===== src/rtl/prog_load_pkg.sv =====
`default_nettype none
// ============================================================================
//  Module      : prog_load_pkg
//  Description : Shared definitions for the program-load controller: the
//                controller state encoding, the frame sync byte and the
//                external status codes.
//  Revision    : 1.0 - initial release
// ============================================================================
package prog_load_pkg;

    typedef enum logic [2:0] {
        ST_IDLE = 3'd0,
        ST_LEN  = 3'd1,
        ST_LO   = 3'd2,
        ST_HI   = 3'd3,
        ST_CSUM = 3'd4,
        ST_RUN  = 3'd5,
        ST_ERR  = 3'd6
    } state_t;

    localparam logic [7:0] SYNC_BYTE   = 8'hA5;

    localparam logic [1:0] STATUS_IDLE = 2'b00;
    localparam logic [1:0] STATUS_LOAD = 2'b01;
    localparam logic [1:0] STATUS_RUN  = 2'b10;
    localparam logic [1:0] STATUS_ERR  = 2'b11;

    // Map a controller state onto the 2-bit status code seen by software.
    function automatic logic [1:0] state_status(input state_t s);
        logic [1:0] r;
        r = STATUS_LOAD;
        case (s)
            ST_IDLE: r = STATUS_IDLE;
            ST_RUN:  r = STATUS_RUN;
            ST_ERR:  r = STATUS_ERR;
            default: r = STATUS_LOAD;
        endcase
        return r;
    endfunction

endpackage
`default_nettype wire


===== src/rtl/prog_load_ctrl_if.sv =====
`default_nettype none
// ============================================================================
//  Module      : prog_load_ctrl_if
//  Description : Byte-stream input and instruction-memory write bus of the
//                program-load controller.
//  Ports       : rx_data/rx_valid/rx_ready - byte stream (accept on valid&ready)
//                mem_we/mem_addr/mem_wdata - word write port
//  Modports    : master - environment side (byte source, memory)
//                slave  - controller side
//  Revision    : 1.0 - initial release
// ============================================================================
interface prog_load_ctrl_if #(
    parameter int unsigned ADDR_W = 10
);
    logic [7:0]        rx_data;
    logic              rx_valid;
    logic              rx_ready;
    logic              mem_we;
    logic [ADDR_W-1:0] mem_addr;
    logic [15:0]       mem_wdata;

    modport master (
        output rx_data,
        output rx_valid,
        input  rx_ready,
        input  mem_we,
        input  mem_addr,
        input  mem_wdata
    );

    modport slave (
        input  rx_data,
        input  rx_valid,
        output rx_ready,
        output mem_we,
        output mem_addr,
        output mem_wdata
    );
endinterface
`default_nettype wire


===== src/rtl/prog_load_ctrl_tick_gen.sv =====
`default_nettype none
// ============================================================================
//  Module      : tick_gen
//  Description : CPU clock-enable generator. Free-run mode emits one cpu_ce
//                pulse every TICK_DIV cycles; step mode echoes each step pulse
//                one cycle later.
//  Ports       : clk, rst       - clock, asynchronous active-high reset
//                enable         - CPU is allowed to run
//                step_mode      - 1 = single step, 0 = free run
//                step           - single-cycle step request
//                cpu_ce         - registered clock-enable pulse
//  Revision    : 1.0 - initial release
// ============================================================================
module tick_gen #(
    parameter int unsigned TICK_DIV = 4_000_000
) (
    input  wire logic clk,
    input  wire logic rst,
    input  wire logic enable,
    input  wire logic step_mode,
    input  wire logic step,
    output logic      cpu_ce
);
    localparam int unsigned     CNT_W    = (TICK_DIV > 1) ? $clog2(TICK_DIV) : 1;
    localparam logic [CNT_W-1:0] CNT_LAST = CNT_W'(TICK_DIV - 1);

    logic [CNT_W-1:0] div_cnt_q, div_cnt_d;
    logic             cpu_ce_q, cpu_ce_d;
    logic             step_mode_q, step_mode_d;

    always_comb begin
        step_mode_d = step_mode;
        div_cnt_d   = '0;
        cpu_ce_d    = 1'b0;
        // A mode change restarts the divider and suppresses a pulse, so the
        // CPU never sees a stray tick from the mode it just left.
        if (enable && (step_mode == step_mode_q)) begin
            if (step_mode) begin
                cpu_ce_d = step;
            end else if (div_cnt_q == CNT_LAST) begin
                cpu_ce_d = 1'b1;
            end else begin
                div_cnt_d = div_cnt_q + CNT_W'(1);
            end
        end
    end

    always_ff @(posedge clk or posedge rst) begin
        if (rst) begin
            div_cnt_q   <= '0;
            cpu_ce_q    <= 1'b0;
            step_mode_q <= 1'b0;
        end else begin
            div_cnt_q   <= div_cnt_d;
            cpu_ce_q    <= cpu_ce_d;
            step_mode_q <= step_mode_d;
        end
    end

    assign cpu_ce = cpu_ce_q;

endmodule
`default_nettype wire


===== src/rtl/prog_load_ctrl.sv =====
`default_nettype none
// ============================================================================
//  Module      : prog_load_ctrl
//  Description : Boot sequencer for the 8-bit LED CPU. Parses a framed byte
//                stream (A5, N, N x {lo,hi}, checksum), writes the words into
//                instruction memory, then releases the CPU and schedules its
//                execution via tick_gen.
//  Ports       : clk, rst   - clock, asynchronous active-high reset
//                bus        - byte stream in / memory write out (slave side)
//                load_req   - pulse: abort and restart loading
//                step_mode  - 1 = single step, 0 = free run
//                step       - single-step pulse
//                cpu_rst_n  - CPU reset (active low)
//                cpu_ce     - CPU clock enable
//                boot_mode  - high whenever the CPU is not running
//                status     - 00 idle, 01 loading, 10 run, 11 error
//  Revision    : 1.0 - initial release
// ============================================================================
module prog_load_ctrl
    import prog_load_pkg::*;
#(
    parameter int unsigned ADDR_W   = 10,
    parameter int unsigned DEPTH    = 1024,
    parameter int unsigned TIMEOUT  = 1_000_000,
    parameter int unsigned TICK_DIV = 4_000_000
) (
    input  wire logic          clk,
    input  wire logic          rst,
    prog_load_ctrl_if.slave    bus,
    input  wire logic          load_req,
    input  wire logic          step_mode,
    input  wire logic          step,
    output logic               cpu_rst_n,
    output logic               cpu_ce,
    output logic               boot_mode,
    output logic [1:0]         status
);
    localparam int unsigned TO_W = $clog2(TIMEOUT + 1);

    state_t            state_q, state_d;
    logic [7:0]        len_q, len_d;
    logic [7:0]        lo_q, lo_d;
    logic [7:0]        csum_q, csum_d;
    logic [7:0]        widx_q, widx_d;
    logic [TO_W-1:0]   to_cnt_q, to_cnt_d;
    logic              mem_we_q, mem_we_d;
    logic [ADDR_W-1:0] mem_addr_q, mem_addr_d;
    logic [15:0]       mem_wdata_q, mem_wdata_d;
    logic              rx_ready_q, rx_ready_d;
    logic              cpu_rst_n_q, cpu_rst_n_d;
    logic              boot_mode_q, boot_mode_d;
    logic [1:0]        status_q, status_d;

    logic              accept;
    logic              in_frame;
    logic              run_en;

    assign accept   = bus.rx_valid & rx_ready_q;
    assign in_frame = (state_q == ST_LEN) || (state_q == ST_LO) ||
                      (state_q == ST_HI)  || (state_q == ST_CSUM);

    always_comb begin
        state_d     = state_q;
        len_d       = len_q;
        lo_d        = lo_q;
        csum_d      = csum_q;
        widx_d      = widx_q;
        to_cnt_d    = to_cnt_q;
        mem_we_d    = 1'b0;
        mem_addr_d  = mem_addr_q;
        mem_wdata_d = mem_wdata_q;

        if (load_req) begin
            // Abort wins over any byte accepted this cycle; that byte is lost.
            state_d  = ST_IDLE;
            len_d    = '0;
            csum_d   = '0;
            widx_d   = '0;
            to_cnt_d = '0;
        end else begin
            case (state_q)
                ST_IDLE: begin
                    if (accept && (bus.rx_data == SYNC_BYTE)) begin
                        state_d = ST_LEN;
                    end
                end
                ST_LEN: begin
                    if (accept) begin
                        if ((bus.rx_data == 8'd0) || (int'(bus.rx_data) > int'(DEPTH))) begin
                            state_d = ST_ERR;
                        end else begin
                            len_d   = bus.rx_data;
                            widx_d  = '0;
                            csum_d  = '0;
                            state_d = ST_LO;
                        end
                    end
                end
                ST_LO: begin
                    if (accept) begin
                        lo_d    = bus.rx_data;
                        csum_d  = csum_q + bus.rx_data;
                        state_d = ST_HI;
                    end
                end
                ST_HI: begin
                    if (accept) begin
                        csum_d      = csum_q + bus.rx_data;
                        mem_we_d    = 1'b1;
                        mem_addr_d  = ADDR_W'(widx_q);
                        mem_wdata_d = {bus.rx_data, lo_q};
                        widx_d      = widx_q + 8'd1;
                        state_d     = (widx_q == (len_q - 8'd1)) ? ST_CSUM : ST_LO;
                    end
                end
                ST_CSUM: begin
                    if (accept) begin
                        state_d = (bus.rx_data == csum_q) ? ST_RUN : ST_ERR;
                    end
                end
                default: begin
                    state_d = state_q;
                end
            endcase

            // Inter-byte watchdog, only armed while a frame is in progress.
            if (!in_frame || accept) begin
                to_cnt_d = '0;
            end else if (to_cnt_q == TO_W'(TIMEOUT - 1)) begin
                to_cnt_d = '0;
                state_d  = ST_ERR;
            end else begin
                to_cnt_d = to_cnt_q + TO_W'(1);
            end
        end

        // Outputs are registered from the next state so they change on the
        // same edge as the state itself.
        rx_ready_d  = (state_d != ST_RUN) && (state_d != ST_ERR);
        cpu_rst_n_d = (state_d == ST_RUN);
        boot_mode_d = (state_d != ST_RUN);
        status_d    = state_status(state_d);
    end

    always_ff @(posedge clk or posedge rst) begin
        if (rst) begin
            state_q     <= ST_IDLE;
            len_q       <= '0;
            lo_q        <= '0;
            csum_q      <= '0;
            widx_q      <= '0;
            to_cnt_q    <= '0;
            mem_we_q    <= 1'b0;
            mem_addr_q  <= '0;
            mem_wdata_q <= '0;
            rx_ready_q  <= 1'b1;
            cpu_rst_n_q <= 1'b0;
            boot_mode_q <= 1'b1;
            status_q    <= STATUS_IDLE;
        end else begin
            state_q     <= state_d;
            len_q       <= len_d;
            lo_q        <= lo_d;
            csum_q      <= csum_d;
            widx_q      <= widx_d;
            to_cnt_q    <= to_cnt_d;
            mem_we_q    <= mem_we_d;
            mem_addr_q  <= mem_addr_d;
            mem_wdata_q <= mem_wdata_d;
            rx_ready_q  <= rx_ready_d;
            cpu_rst_n_q <= cpu_rst_n_d;
            boot_mode_q <= boot_mode_d;
            status_q    <= status_d;
        end
    end

    assign bus.rx_ready  = rx_ready_q;
    assign bus.mem_we    = mem_we_q;
    assign bus.mem_addr  = mem_addr_q;
    assign bus.mem_wdata = mem_wdata_q;
    assign cpu_rst_n     = cpu_rst_n_q;
    assign boot_mode     = boot_mode_q;
    assign status        = status_q;

    // Drop the enable in the abort cycle so no tick escapes while the CPU
    // is being put back into reset.
    assign run_en = (state_q == ST_RUN) && !load_req;

    tick_gen #(
        .TICK_DIV (TICK_DIV)
    ) u_tick_gen (
        .clk       (clk),
        .rst       (rst),
        .enable    (run_en),
        .step_mode (step_mode),
        .step      (step),
        .cpu_ce    (cpu_ce)
    );

endmodule
`default_nettype wire


===== src/flat_wrapper.sv =====
// flat-port wrapper written by rule: the top's interface ports become plain ports
module prog_load_ctrl_flat import prog_load_pkg::*;
#(
    parameter int unsigned ADDR_W   = 10,
    parameter int unsigned DEPTH    = 1024,
    parameter int unsigned TIMEOUT  = 1_000_000,
    parameter int unsigned TICK_DIV = 4_000_000
)
  (clk, rst, load_req, step_mode, step, cpu_rst_n, cpu_ce, boot_mode, status, bus_rx_data, bus_rx_valid, bus_rx_ready, bus_mem_we, bus_mem_addr, bus_mem_wdata);
  prog_load_ctrl_if #(.ADDR_W(ADDR_W)) bus_i ();
  input  wire logic clk;
  input  wire logic rst;
  input  wire logic load_req;
  input  wire logic step_mode;
  input  wire logic step;
  output logic cpu_rst_n;
  output logic cpu_ce;
  output logic boot_mode;
  output logic [1:0] status;
  input wire logic [$bits(bus_i.rx_data)-1:0] bus_rx_data;
  input wire logic [$bits(bus_i.rx_valid)-1:0] bus_rx_valid;
  output wire logic [$bits(bus_i.rx_ready)-1:0] bus_rx_ready;
  output wire logic [$bits(bus_i.mem_we)-1:0] bus_mem_we;
  output wire logic [$bits(bus_i.mem_addr)-1:0] bus_mem_addr;
  output wire logic [$bits(bus_i.mem_wdata)-1:0] bus_mem_wdata;
  assign bus_i.rx_data = bus_rx_data;
  assign bus_i.rx_valid = bus_rx_valid;
  assign bus_rx_ready = bus_i.rx_ready;
  assign bus_mem_we = bus_i.mem_we;
  assign bus_mem_addr = bus_i.mem_addr;
  assign bus_mem_wdata = bus_i.mem_wdata;
  prog_load_ctrl #(.ADDR_W(ADDR_W), .DEPTH(DEPTH), .TIMEOUT(TIMEOUT), .TICK_DIV(TICK_DIV)) u_core (.clk(clk), .rst(rst), .bus(bus_i), .load_req(load_req), .step_mode(step_mode), .step(step), .cpu_rst_n(cpu_rst_n), .cpu_ce(cpu_ce), .boot_mode(boot_mode), .status(status));
endmodule

===== config.mk =====
export PLATFORM = sky130hd
export DESIGN_NAME = prog_load_ctrl_flat
export DESIGN_NICKNAME = d
export VERILOG_FILES = /design/src/rtl/prog_load_pkg.sv /design/src/rtl/prog_load_ctrl_if.sv /design/src/rtl/prog_load_ctrl_tick_gen.sv /design/src/rtl/prog_load_ctrl.sv /design/src/flat_wrapper.sv
export SDC_FILE = /design/constraint.sdc
export NUM_CORES = 1
export LEC_CHECK = 0
export CAP_MARGIN = 20
export CORE_MARGIN = 5
export CORE_UTILIZATION = 56
export CTS_CLUSTER_DIAMETER = 50
export DETAILED_ROUTE_END_ITERATION = 12
export PLACE_DENSITY = 0.76
export SYNTH_ARGS = -nofsm -noshare
export SYNTH_HDL_FRONTEND = slang
export SYNTH_HIERARCHICAL = 1
export SYNTH_SLANG_ARGS = --single-unit

===== constraint.sdc =====
create_clock -name clk -period 4.35 [get_ports clk]
set_clock_uncertainty 0.05 [all_clocks]
set_input_delay 1.305 -clock clk [delete_from_list [all_inputs] [get_ports clk]]
set_output_delay 1.305 -clock clk [all_outputs]
set_load 0.005 [all_outputs]

# Yosys cells after proc, flatten, opt, wreduce, memory -nomap -nowiden
# Cells that the tools add are included.
word_totals:
  rom_bits: 0
  memories: 0
  ramBits: 0
  latchBits: 0
  input_bits: 14
  reg_bits: 109
op_classes:
  n_mux: 37
  bitwise_logic: 2
  n_reduce_logical: 23
  shift: 0
  order_cmp: 0
  addsub: 5
  div: 0
  mul: 0
  eq_ne: 20
op_table:
  columns: ["operator", "count"]
  rows:
  - ["2-to-1 mux 8 bit", 10]
  - ["2-to-1 mux 22 bit", 3]
  - ["2-to-1 mux 20 bit", 3]
  - ["one-hot mux 8 bit (2 select lines)", 2]
  - ["2-to-1 mux 3 bit", 10]
  - ["adder 22 x 1 -> 22 bit (second input constant)", 1]
  - ["equality test 22 bit (second input constant)", 1]
  - ["adder 20 x 1 -> 20 bit (second input constant)", 1]
  - ["equality test 20 bit (second input constant)", 1]
  - ["equality test 8 bit", 2]
  - ["one-hot mux 3 bit (5 select lines)", 1]
  - ["equality test 3 bit (second input constant)", 4]
  - ["inequality test 3 bit (second input constant)", 3]
  - ["AND reduction 3 bit", 3]
  - ["adder 8 x 1 -> 8 bit (second input constant)", 1]
  - ["adder 8 bit", 1]
  - ["equality test 8 bit (second input constant)", 1]
  - ["zero test 8 bit", 1]
  - ["AND reduction 4 bit", 2]
  - ["subtractor 8 x 1 -> 8 bit (second input constant)", 1]
  - ["equality test 3 x 2 -> 1 bit (second input constant)", 2]
  - ["zero test 3 bit", 2]
  - ["2-to-1 mux 1 bit", 6]
  - ["inequality test 3 x 2 -> 1 bit (second input constant)", 2]
  - ["other kinds (14)", 23]

# Depth between registers and ports, before layout
# Gate-level depths: netlist of run 1.
depth:
  word_depth: 10
  mapped_depth: 8

# Cells and area by module
# Netlist of run 1, hierarchy kept.
by_module_without_submodules:
  columns: ["module", "cells_each", "seq_area_each_um2", "instances", "area_per_inst_um2"]
  rows:
  - ["prog_load_ctrl", 448, 2129.5, 1, 4306.6]
  - ["tick_gen", 119, 600.6, 1, 1162.4]

# Worst setup path before layout of run 1
# Ideal clock, no wire load.
synth_path:
  kind: "input to register"
  from: "input bus_rx_valid"
  to: "register u_core.status_q[0], in the netlist u_core/status[0]"
  setup_ns: 0.121
  path_slack_ns: 1.290
  t_arrival_ns: 2.889
  n_path_buf: 0
  stages: 6
  cell_sequence: "nand2_1 > nand3_1 > or4_1 > o2111a_2 > or3_1 > a22o_1"
synth_via:
  elab_chain_len: 9
  elab_cells_between_ends: 16
  classes_between: "2 x eq/ne; 10 x mux; 1 x bitwise; 3 x reduce/logical"
synth_lines:
  columns: ["element", "line", "source"]
  rows:
  - ["start: declaration", "flat_wrapper.sv:21", "input wire logic [$bits(bus_i.rx_valid)-1:0] bus_rx_valid;"]
  - ["bitwise AND 1 bit *", "prog_load_ctrl.sv:58", "assign accept = bus.rx_valid & rx_ready_q;"]
  - ["logical AND 1 bit", "prog_load_ctrl.sv:83", "if (accept && (bus.rx_data == SYNC_BYTE)) begin"]
  - ["2-to-1 mux 3 bit", "prog_load_ctrl.sv:83", null]
  - ["one-hot mux 3 bit (5 select lines)", "prog_load_ctrl.sv:81", "case (state_q)"]
  - ["2-to-1 mux 3 bit", "prog_load_ctrl.sv:129", "end else if (to_cnt_q == TO_W'(TIMEOUT - 1)) begin"]
  - ["2-to-1 mux 3 bit *", "prog_load_ctrl.sv:127", "if (!in_frame || accept) begin"]
  - ["2-to-1 mux 3 bit *", "prog_load_ctrl.sv:73", "if (load_req) begin"]
  - ["via u_core.state_d[0]", "prog_load_ctrl.sv:40", "state_t state_q, state_d;"]
  - ["equality test 3 bit or zero test 3 bit (tied branches)", "prog_load_pkg.sv:32", "case (s)"]
  - ["one-hot mux 2 bit (3 select lines) *", "prog_load_pkg.sv:32", null]
  - ["via u_core.status_d[0]", "prog_load_ctrl.sv:52", "logic [1:0] status_q, status_d;"]
  - ["end signal: assignment", "prog_load_ctrl.sv:173", "status_q <= status_d;"]
  - ["end: declaration", "prog_load_ctrl.sv:52", null]
# Mark *: on every way through the listed nets, which the timed path passes. The rest lies on a longest branch.
# A chain may end at the register's enable or synchronous reset.

# Worst setup path in the final report of run 1
layout_path:
  from: "input bus_rx_data[4]"
  to: "register u_core.rx_ready_q, in the netlist u_core/bus.rx_ready"
layout_via:
  elab_chain_len: 9
  elab_cells_between_ends: 16
  classes_between: "4 x eq/ne; 9 x mux; 3 x reduce/logical"
layout_lines:
  columns: ["element", "line", "source"]
  rows:
  - ["start: declaration", "flat_wrapper.sv:20", "input wire logic [$bits(bus_i.rx_data)-1:0] bus_rx_data;"]
  - ["equality test 8 bit (on tied branches)", "prog_load_ctrl.sv:118, prog_load_ctrl.sv:83", null]
  - ["2-to-1 mux 2 bit or logical AND 1 bit (tied branches)", "prog_load_ctrl.sv:118, prog_load_ctrl.sv:83", null]
  - ["2-to-1 mux 3 bit (on tied branches)", "prog_load_ctrl.sv:117, prog_load_ctrl.sv:83", null]
  - ["one-hot mux 3 bit (5 select lines) *", "prog_load_ctrl.sv:81", null]
  - ["2-to-1 mux 3 bit", "prog_load_ctrl.sv:129", null]
  - ["2-to-1 mux 3 bit *", "prog_load_ctrl.sv:127", null]
  - ["2-to-1 mux 3 bit *", "prog_load_ctrl.sv:73", null]
  - ["via u_core.state_d[0]", "prog_load_ctrl.sv:40", null]
  - ["inequality test 3 bit", "prog_load_ctrl.sv:139", "rx_ready_d = (state_d != ST_RUN) && (state_d != ST_ERR);"]
  - ["logical AND 1 bit *", "prog_load_ctrl.sv:139", null]
  - ["via u_core.rx_ready_d", "prog_load_ctrl.sv:49", "logic rx_ready_q, rx_ready_d;"]
  - ["end signal: assignment", "prog_load_ctrl.sv:170", "rx_ready_q <= rx_ready_d;"]
  - ["end: declaration", "prog_load_ctrl.sv:49", null]
# Marks and branches as above.

==> results.md, run 1 <==
- Internal power: 1.34 mW
- Share of power burned in the clock network: 35.3%
- Ys async rst share: 100%
- CTS Buffer Depth: 2
- RSZ-0062 raised after global routing: false
- Startpoint types: input port
- Synth Register Bits: 109
- Cts-stage hold buffer count: 0
- Via density: 5.60
- Clk sinks: 109
- DIE HEIGHT: 109 um
- CTS resizes: 0
- Setup bufs post-CTS: 0
- Final Hold Viols: 0
- Sw frac: 23.2%
- Cells after Synth: 567
- CTS clock-pin slew for the worst setup and hold paths: 100 ps
- Core area: 9640 sq um
- PwrDens: 279 nW/um^2
- Seq/Total Area, Yosys: 49.9%
- Mean post-synth cell area: 9.65 sq um
- VDD IR-drop max: 0.000162 V
- Vias in the first global route: 4,009
- Largest net degree at the start of global routing: 47
- Library cells used by synthesis: 66
- PortBufs: 44
- CP arrival: 3680 ps
- Die area: 11,800 sq um
- Synth Warn #: 6
- CP required: 4600 ps
- Worst rel slew slack: 40.6%
- Clock latency on the worst-skew pair: 370 ps
- Routed Wire Length: 10.9 mm
- Max_cap viols: 0
- DP HPWL: 7.84 mm
- Gp weighted congestion: 0.870
- LEAKAGE: 2.80 nW
- CP Max Fanout: 5
- Kind of critical path: in2reg
- Status: completed
- Initial antenna violation count: 0
- CTS tree: yes
- Net Sw Power: 405 uW
- CTS buffer count: 9
- Row cnt: 36
- Setup TNS: 0 ps
- First-pass GRT wire length: 19.0 mm
- Final Util: 64.9%
- H-Tree Depth: 3
- Critical path capture point type: flop
- Root Buffer: clkbuf_8
- Design Power: 1.75 mW
- DR vias: 4,183
- DR iter-0 viols: 182
- Final antenna-violating net count: 0
- Slew @ Worst Pin: 891 ps
- Slew Limit Fails: 0
- TritonRoute pass-1 iters: 4
- Final setup viols: 0
- Most frequent cells in the layout: 107 x dfrtp_1, 104 x nand2_1, 58 x nor2_1
- # DRC: 0
- Synthesized cell area: 5470 sq um
- Primary FF master, synth: dfrtp_1
- Initial Util: 56.7%
- Final period demand of the worst path: 3430 ps
- Die Wd: 109 um
- Area Growth Syn to Fin: 14.4%
- Layout Nets: 635
- Comb pwr share: 5.2%
- Crit share post-route: 78.9%
- GR Overflow Total: 0
- Max Clock Freq: 291 MHz
- Wire length per cell: 14.6 um
- All-Layer GR Usage: 20.1%
- Hold Slack: 405 ps
- Number of synthesized flops with an enable pin: 0
- Worst min path class: reg2reg
- Inserted Diodes: 0
- Share of cells above drive strength 1: 7.98%
- Commonest non-fill, non-tap cell in the layout: dfrtp_1
- Share of total power in sequential cells: 59.5%
- IO Count: 47
[sequential cells by signal, indices dropped and copies added, names as in the netlist, 3 cells and up]
| register | flops |
|---|---|
| u_core/bus.mem_wdata | 16 |
| u_core/len_q | 8 |
| u_core/u_tick_gen/div_cnt_q | 22 |
| u_core/state_q | 3 |
| u_core/bus.mem_addr | 8 |
| u_core/lo_q | 8 |
| u_core/csum_q | 8 |
| u_core/widx_q | 8 |
| u_core/to_cnt_q | 20 |
[cell type report]
class,count,area [sq um]
inverter,15,57.6
clock buffer,10,128
fill,824,3380
tap,133,166
multi-input combinational,423,2600
sequential,109,2730
clock inverter,6,70.1
timing repair buffer,51,505
[cells in the mapped netlist, types with 9 or more instances]
master | n | area, sq um
or3_1 | 9 | 56.3
ha_1 | 11 | 138
nand2_1 | 104 | 390
nand3_1 | 21 | 105
a22o_1 | 9 | 78.8
nand4_1 | 10 | 62.6
nor3_1 | 12 | 60.1
xor2_1 | 24 | 210
inv_1 | 14 | 52.6
xnor2_1 | 24 | 210
o21ai_0 | 14 | 70.1
nor2_1 | 58 | 218
a21oi_1 | 16 | 80.1
dfrtp_1 | 107 | 2680
clkbuf_1 | 14 | 52.6
[worst max-delay path, stage by stage]
cell and delay [ps]:
clkdlybuf4s50_1 550, ha_1 420, nor4_1 410, a41oi_1 170, o221ai_1 200, o2111a_2 260
o21ai_2 90, mux2_4 280
[power by group through the flow]
stage	sequential, mW	clock [mW]	combinational, mW
2_1_floorplan	1.06	0	0.0540
3_3_place_gp	1.06	0	0.0888
3_5_place_dp	1.06	0	0.0916
4_1_cts	1.04	0.630	0.0921
5_1_grt	1.04	0.670	0.102
6_report	1.04	0.616	0.0902
[worst paths after layout]
check / slack (ps) / depth (start not counted) / to / start
worst max-delay path: 920 / 8 / u_core/bus.rx_ready / bus_rx_data[4]
worst max register to register: 1560 / 8 / u_core/bus.rx_ready / u_core/len_q[0]
worst min register to register: 410 / 1 / u_core/to_cnt_q[0] / u_core/to_cnt_q[0]
min in group asynchronous: 1320 / 2 / u_core/bus.mem_addr[0] / rst
worst min-delay path: 410 / 1 / u_core/to_cnt_q[0] / u_core/to_cnt_q[0]
max in group asynchronous: 2270 / 2 / u_core/u_tick_gen/div_cnt_q[0] / rst
[per-layer routing]
| metal | track usage (%) | vias to the layer above | wire length (um) |
|---|---|---|---|
| met5 | 0 | - | 0 |
| met4 | 5.95 | 0 | 122 |
| met3 | 2.72 | 11 | 404 |
| met2 | 30.6 | 74 | 5040 |
| met1 | 30.0 | 2050 | 5340 |
| li1 | - | 2048 | - |
[kinds of logic (layout without fill, tap and decap cells)]
group                    Yosys count  after routing  synth area share (%)
other                              1              2                0.0686
XOR/XNOR                          48             48                  7.69
multiplexers                      16             16                  3.20
AO/OA/AOI/OAI                     73             73                  9.56
AND/OR/NAND/NOR                  272            272                  24.0
flip-flops                       109            109                  49.9
buffers and inverters             36             82                  2.70
adder cells (fa/ha/maj)           12             12                  2.88
[metrics by stage]
step                setup WS [ps]  area (sq um)  instances
detailed placement            538          6060        731
CTS                           943          6260        747
global route                  635          6260        747
finish                        917          6260        747
floorplan                     805          5470        568
global placement              635          6060        731
Note: power is estimated with default switching activity, not from simulation.
==> inputs of run 2 (changes only) <==
- clock period: 4.35 -> 3.33 ns (I/O delays scaled with it)
==> run 2 against run 1 <==
Net effect:
- flip-flop and latch count unchanged
- non-clock buffer count up 20
- total power rose by 28%
- worst setup slack got worse by 600 ps
- critical path type unchanged
- critical path depth did not move
- design area grew 2.2%
- core utilization increased by 1.4 points
- clock power increased by 21%
- via count up 1.2%
- register-to-register slack got worse by 1100 ps
==> results.md, run 2 (synthesis gave the netlist of run 1 again) <==
- DP HPWL: 8.17 mm (+4.3%)
- Worst slack at placement: -37.2 ps (-575 ps)
- CTS tree: yes
- Max reg flops: 22 (unchanged)
- Die area: 11,800 sq um (unchanged)
- RSZ-0062 raised after global routing: false
- Startpoint types: input port
- Clock latency on the worst-skew pair: 360 ps (about the same)
- Worst min path class: reg2reg
- H-Tree Depth: 3 (unchanged)
- CP required: 3570 ps (-1030 ps)
- CP Max Fanout: 5 (unchanged)
- CP arrival: 3260 ps (-420 ps)
- Final setup viols: 0 (unchanged)
- Root Buffer: clkbuf_8
- Status: completed
- Setup TNS: 0 ps (unchanged)
- Initial antenna violation count: 0 (unchanged)
- Worst hold start: u_core/to_cnt_q[0]
- DR vias: 4,234 (+1.2%)
- Fill cells: 774 (-6.1%)
- Internal power: 1.69 mW (+26%)
- Layout Nets: 655 (+3.1%)
- Final antenna-violating net count: 0 (unchanged)
- Slew @ Worst Pin: 637 ps (-254 ps)
- Clk sinks: 109 (unchanged)
- Crit share post-route: 90.5%
- Sw frac: 24.5% (+1.2 points)
- Area Growth Syn to Fin: 16.9%
- Routed Wire Length: 11.4 mm (+4.1%)
- Wire length per cell: 14.8 um (+1.3%)
- Final period demand of the worst path: 3010 ps
- CTS clock-pin slew for the worst setup and hold paths: 100 ps (about the same)
- All-Layer GR Usage: 20.9% (+0.80 points)
- Die Wd: 109 um (unchanged)
- Register area: 2730 sq um (unchanged)
- Max_cap viols: 0 (unchanged)
- PwrDens: 350 nW/um^2 (+25%)
- Largest net degree at the start of global routing: 86 (+83%)
- Row cnt: 36 (unchanged)
- Max Clock Freq: 332 MHz
- GR Overflow Total: 0 (unchanged)
- Hold Slack: 407 ps (+1.47 ps)
- Gp weighted congestion: 0.848 (-2.5%)
- Net Sw Power: 547 uW (+35%)
- Initial Util: 56.7% (unchanged)
- Design Power: 2.23 mW (+28%)
- Crit path from: bus_rx_data[5]
- CTS Buffer Depth: 2 (unchanged)
- Multi-input gate area: 2600 sq um (unchanged)
- LEAKAGE: 2.88 nW (+3.0%)
- Slew Limit Fails: 0 (unchanged)
- Critical path capture point type: flop
- TritonRoute pass-1 iters: 4 (unchanged)
- Worst r2r src: u_core/len_q[0]
- Setup bufs post-CTS: 0 (unchanged)
- PortBufs: 44 (unchanged)
- VDD IR-drop max: 0.000189 V (+17%)
- Kind of critical path: in2reg
- Core area: 9640 sq um (unchanged)
- First-pass GRT wire length: 19.8 mm (+4.2%)
- Comb pwr share: 5.9% (+0.7 points)
- Reg with most FFs: u_core/u_tick_gen/div_cnt_q
- Cts-stage hold buffer count: 0 (unchanged)
- Commonest non-fill, non-tap cell in the layout: dfrtp_1
- CTS buffer count: 9 (unchanged)
- Share of total power in sequential cells: 60.8% (+1.3 points)
- Share of cells above drive strength 1: 11.0% (+3.1 points)
- IO Count: 47 (unchanged)
- Inserted Diodes: 0 (unchanged)
- Worst rel slew slack: 57.6% (+17 points)
- Final worst slack: 317 ps (-600 ps)
- Share of power burned in the clock network: 33.3% (-2.0 points)
- CTS resizes: 0 (unchanged)
- DR iter-0 viols: 201 (+10%)
- Vias in the first global route: 4,166 (+3.9%)
- # DRC: 0 (unchanged)
- Final Hold Viols: 0 (unchanged)
- Most frequent cells in the layout: 107 x dfrtp_1, 104 x nand2_1, 58 x nor2_1
- DIE HEIGHT: 109 um (unchanged)
- Via density: 5.52 (-1.4%)
[run 2: area by class of cell]
type | count | share of cell area, %
tap | 133 | 2.60
sequential | 109 | 42.7
multi-input combinational | 423 | 40.7
clock inverter | 7 | 0.920
inverter | 15 | 0.900
clock buffer | 9 | 1.94
timing repair buffer | 71 | 10.3
[run 2: worst max-delay path: stages]
cell,delay (ps)
clkdlybuf4s50_1,470
ha_1,350
nor4_1,410
a41oi_1,170
o221ai_1,210
o2111a_2,270
o21ai_2,90
mux2_4,280
[run 2: worst paths after layout]
path                            cells after the start  slack, ps                              end
worst max-delay path                                8        320              u_core/bus.rx_ready
worst min-delay path                                1        410               u_core/to_cnt_q[0]
worst max register to register                      8        500              u_core/bus.rx_ready
worst min register to register                      1        410               u_core/to_cnt_q[0]
max in group asynchronous                           3       1830              u_core/bus.rx_ready
min in group asynchronous                           3        980  u_core/u_tick_gen/div_cnt_q[20]
[run 2: through the flow]
step,cell area (sq um),utilization (%),instances
after floorplan,5470,-,568
after global placement,6210,64.4,751
after detailed placement,6210,64.4,751
after CTS,6390,66.3,767
after global routing,6390,66.3,767
final,6390,66.3,767
[run 2: layer usage]
layer  GRT usage, %  part of all wire (%)  vias up
met5              0                     0        -
met4           6.13                   1.4        0
met3           3.43                   3.8       17
met2           31.8                    46       80
met1           30.8                    49     2053
li1               -                     -     2084
[run 2: power by group through the flow]
stage                     Sequential (mW)  Clock (mW)  Combinational, mW
after CTS                            1.36       0.772              0.135
after floorplan                      1.38           0             0.0706
after global placement               1.38           0              0.131
after global routing                 1.36       0.825              0.148
final                                1.36       0.744              0.133
after detailed placement             1.38           0              0.134
